--- config.mk ---
export PLATFORM = sky130hd
export DESIGN_NAME = led_shift_ctrl
export DESIGN_NICKNAME = d
export VERILOG_FILES = /design/src/rtl/led_shift_ctrl.sv
export SDC_FILE = /design/constraint.sdc
export NUM_CORES = 1
export LEC_CHECK = 0
export CAP_MARGIN = 10
export CORE_ASPECT_RATIO = 0.7
export CORE_MARGIN = 2
export CORE_UTILIZATION = 30
export CTS_BUF_LIST = sky130_fd_sc_hd__clkbuf_8
export DETAILED_ROUTE_END_ITERATION = 10
export DONT_BUFFER_PORTS = 1
export PLACE_DENSITY = 0.43
export SLEW_MARGIN = 20
export SYNTH_ARGS = -nofsm -noshare
export SYNTH_HDL_FRONTEND = slang
export SYNTH_SLANG_ARGS = --single-unit
--- constraint.sdc ---
create_clock -name clk -period 1.7 [get_ports clk]
set_input_delay 0.34 -clock clk [delete_from_list [all_inputs] [get_ports clk]]
set_output_delay 0.34 -clock clk [all_outputs]
set_load 0.01 [all_outputs]
--- src/rtl/led_shift_ctrl.sv ---
`default_nettype none
// ============================================================================
// Module      : led_shift_ctrl
// Description : Serializes words LSB first into an external LED shift-register
//               chain with a divided shift strobe and an end-of-frame latch.
// Revision    : 1.0 - initial release
// ============================================================================
module led_shift_ctrl #(
    parameter int WIDTH   = 8,
    parameter int DIV     = 4,
    parameter int LATCH_W = 2
) (
    input  logic             clk,
    input  logic             reset,
    input  logic [WIDTH-1:0] in_data,
    input  logic             in_valid,
    input  logic             in_last,
    output logic             in_ready,
    output logic             sdata,
    output logic             sen_n,
    output logic             latch,
    output logic             busy
);

    localparam int c_bit_w = $clog2(WIDTH + 1);
    localparam int c_div_w = $clog2(DIV + 1);

    localparam logic [c_bit_w-1:0] c_bit_last = c_bit_w'(WIDTH - 1);
    localparam logic [c_div_w-1:0] c_div_last = c_div_w'(DIV - 1);
    localparam logic [3:0]         c_lat_last = 4'(LATCH_W - 1);

    localparam logic [1:0] c_st_idle  = 2'd0;
    localparam logic [1:0] c_st_shift = 2'd1;
    localparam logic [1:0] c_st_latch = 2'd2;

    logic [1:0]         r_state;
    logic [WIDTH-1:0]   r_data;
    logic               r_last;
    logic [c_bit_w-1:0] r_bit;
    logic [c_div_w-1:0] r_div;
    logic [3:0]         r_lat;
    logic               w_strobe;

    // The strobe lands on the last cycle of each bit period
    assign w_strobe = (r_state == c_st_shift) && (r_div == c_div_last);

    assign in_ready = (r_state == c_st_idle);
    assign busy     = (r_state != c_st_idle);
    assign sen_n    = ~w_strobe;
    assign latch    = (r_state == c_st_latch);
    assign sdata    = (r_state == c_st_shift) & r_data[0];

    always_ff @(posedge clk) begin
        if (!reset) begin
            r_state <= c_st_idle;
            r_data  <= '0;
            r_last  <= 1'b0;
            r_bit   <= '0;
            r_div   <= '0;
            r_lat   <= '0;
        end else begin
            case (r_state)
                c_st_idle: begin
                    if (in_valid) begin
                        r_data  <= in_data;
                        r_last  <= in_last;
                        r_bit   <= '0;
                        r_div   <= '0;
                        r_state <= c_st_shift;
                    end
                end
                c_st_shift: begin
                    if (w_strobe) begin
                        r_div  <= '0;
                        r_data <= r_data >> 1;
                        if (r_bit == c_bit_last) begin
                            r_bit   <= '0;
                            r_state <= r_last ? c_st_latch : c_st_idle;
                        end else begin
                            r_bit <= r_bit + c_bit_w'(1);
                        end
                    end else begin
                        r_div <= r_div + c_div_w'(1);
                    end
                end
                c_st_latch: begin
                    if (r_lat == c_lat_last) begin
                        r_lat   <= '0;
                        r_last  <= 1'b0;
                        r_state <= c_st_idle;
                    end else begin
                        r_lat <= r_lat + 4'd1;
                    end
                end
                default: r_state <= c_st_idle;
            endcase
        end
    end

endmodule
`default_nettype wire

==> key figures <==
CTS
  – Worst-path clk slew: 80 ps
  – CTS buffer count: 3
  – H-tree levels: 1
  – Clk root buf: clkbuf_8
  – Maximum clock insertion buffer count: 2
  – Post CTS Setup Buffer Count: 0
  – CTS sink count: 22
  – TritonCTS clock tree: built
  – Worst skew pair latency: between 200 and 300 ps

Route
  – Met2 WL: 1020 um
  – Vias: roughly 930
  – Post-Route WL: between 2000 and 3000 um
  – WL met3: roughly 150 um
  – DRT antenna net count: 0
  – Routed WL per cell: 15.1 um
  – Post-route DRC: 0
  – First-pass iteration count of the detailed router: 4
  – Routed vias/inst: just over 5
  – Initial drt markers: 39
  – Top Layer Used: met4
  – Met1 WL: roughly 1500 um

STA
  – FMAX: about 630 MHz
  – TNS Setup: 0 ps
  – Final setup viols: 0
  – RSZ-0062 raised after global routing: no
  – Worst hold margin: roughly 210 ps
  – Least-Margin Pin Slew: between 300 and 400 ps
  – Post-route minimum period: about 1600 ps
  – Relative slew margins: 0.745
  – Setup Skew: ~2.5 ps
  – Final period util: 0.939
  – Hold Fails Final Rpt: 0
  – Worst Slack Setup Final: roughly 100 ps
  – Max Slew Vio Count: 0

Floorplanning
  – I/O pin cnt: 17
  – Core Rows: 18
  – Starting density of the core: 0.311
  – Die Y: 54.4 um
  – Chip Width: between 70 and 80 um
  – Die ar.: approximately 4100 um2
  – Core ar.: roughly 3500 um2

Synthesis
  – Cells after Synth: 126
  – Area contributors post-synth: dfxtp_1 41%, nand2_1 7.6%, a311oi_1 5.6%, nor3_1 3.2%, nand3_1 2.8%
  – Syn avg cell area: between 8 and 9 um2
  – Post-synthesis cell type count: 44
  – Post-synth top area share: 0.405
  – Async S/R FF share, synth: 0
  – Post-Syn Nets: 140
  – Post-synth top cells: 22 x dfxtp_1, 22 x nand2_1, 7 x a311oi_1, 7 x nor3_1, 6 x nand3_1
  – Synth Flop Type: dfxtp_1
  – Warnings from Yosys: 0
  – Number of flops mapped to enable cells by yosys: 0
  – Mapped cell area: ~1100 um2
  – Register area share after synthesis: 0.405
  – Number of synthesized register bits: 22
  – Post-synth top area cell: dfxtp_1

Global routing
  – Number of global-route vias before repair: 815
  – Largest net degree at the start of global routing: 12
  – Antenna violations before repair: 0
  – Grt ovf: 0
  – First-pass GRT wire length: between 4000 and 5000 um
  – GRT Total Usage: 0.143

Setup path
  – Crit path kind: register to output port
  – Worst Path Max Fanout: 5
  – CP required: ~1400 ps
  – Critical path startpoint category: register
  – Critical Path AT: 1260 ps
  – Critical path endpoint category: output port

Final layout
  – Nets@finish: approximately 150
  – Ant. Diodes: 0
  – Layout Cells excl Fill: 180
  – Layout cells sized above 1: 0.177
  – Area Overhead vs Synth: 12.8%
  – # fillers: ~370

Placed design
  – Hpwl dp: 1960 um
  – Number of port buffers: 0
  – Placed Cells: 177
  – RePlAce Congestion: approximately 0.76
  – Place WS: about 180 ps

Hold path
  – HP Class: input pin to register

Status
  – Outcome: completed

Power and ir drop
  – Power Density: between 800 and 900 nW/um2
  – Power Total: roughly 980 uW
  – Lkg Pwr: about 0.46 nW
  – Maximum VDD drop: 365 uV

Job
  – Max-Cap Viols: 0
## per-stage QoR
stage | instance area [um2] | util
2_1_floorplan | 1090 | -
3_3_place_gp | 1170 | 0.334
3_5_place_dp | 1170 | 0.334
4_1_cts | 1210 | 0.347
5_1_grt | 1230 | 0.351
6_report | 1230 | 0.351
## timing repair
action | in CTS | in global routing
hold buffers | 0 | 0
cloned | 0 | 0
endpoints found under the setup margin | 2 | 3
pin swaps | 0 | 1
gates resized for setup | 2 | 5
## path summary, 6_finish.rpt
check,endpoint,from,cells past startpoint,slack [ps]
setup / recovery,sen_n,r_div[0]$_SDFFE_PN0P_,4,100
hold / removal,r_div[2]$_SDFFE_PN0P_,reset,2,210
setup reg to reg,r_bit[3]$_SDFFE_PN0P_,r_div[0]$_SDFFE_PN0P_,5,230
hold reg to reg,r_last$_SDFFE_PN0P_,r_last$_SDFFE_PN0P_,2,470
## critical path, cell delays in order, from the launching register on
cell	delay (ps)
dfxtp_2	340
ha_4	170
and4bb_2	230
inv_1	90
buf_4	150
## per-layer routing
layer,track usage,vias up
met5,0,-
met1,0.216,443
met3,0.0429,2
met2,0.198,24
li1,-,465
met4,0.0273,0
## cells by family after synthesis
logic type               synth area share
AND/OR/NAND/NOR                     0.297
AO/OA/AOI/OAI                       0.174
multiplexers                       0.0184
adder cells (fa/ha/maj)            0.0230
buffers and inverters              0.0667
XOR/XNOR                           0.0161
flip-flops                          0.405
## where the power goes
group	switching [mW]	internal, mW	total, mW
registers	0.0170	0.538	0.555
clock network	0.167	0.158	0.325
logic	0.0605	0.0429	0.103
total	0.245	0.739	0.983
## sequential cells by signal (all words and copies together), names as in the netlist
signal / count
r_bit: 4
r_data: 8
r_state: 2
r_last: 1
r_div: 3
r_lat: 4
## placed cells by master (no fill, tap or decap), drive strengths merged, types with 2 or more instances in the layout
master / count
a21oi: 6
a311oi: 7
and2: 2
buf: 9
clkbuf: 3
dfxtp: 22
ha: 2
inv: 5
mux2i: 2
nand2: 22
nand2b: 3
nand3: 6
nand4: 2
nor2: 5
nor3: 7
nor3b: 2
o2111ai: 2
## final cells by class
cell class | instances | area, um2 | area share
multi-input combinational | 90 | 587 | 0.479
timing repair buffer | 9 | 67.6 | 0.0551
clock buffer | 3 | 41.3 | 0.0337
sequential | 22 | 445 | 0.363
tap | 50 | 62.6 | 0.0510
inverter | 6 | 22.5 | 0.0184
(Power assumes the default switching activity.)
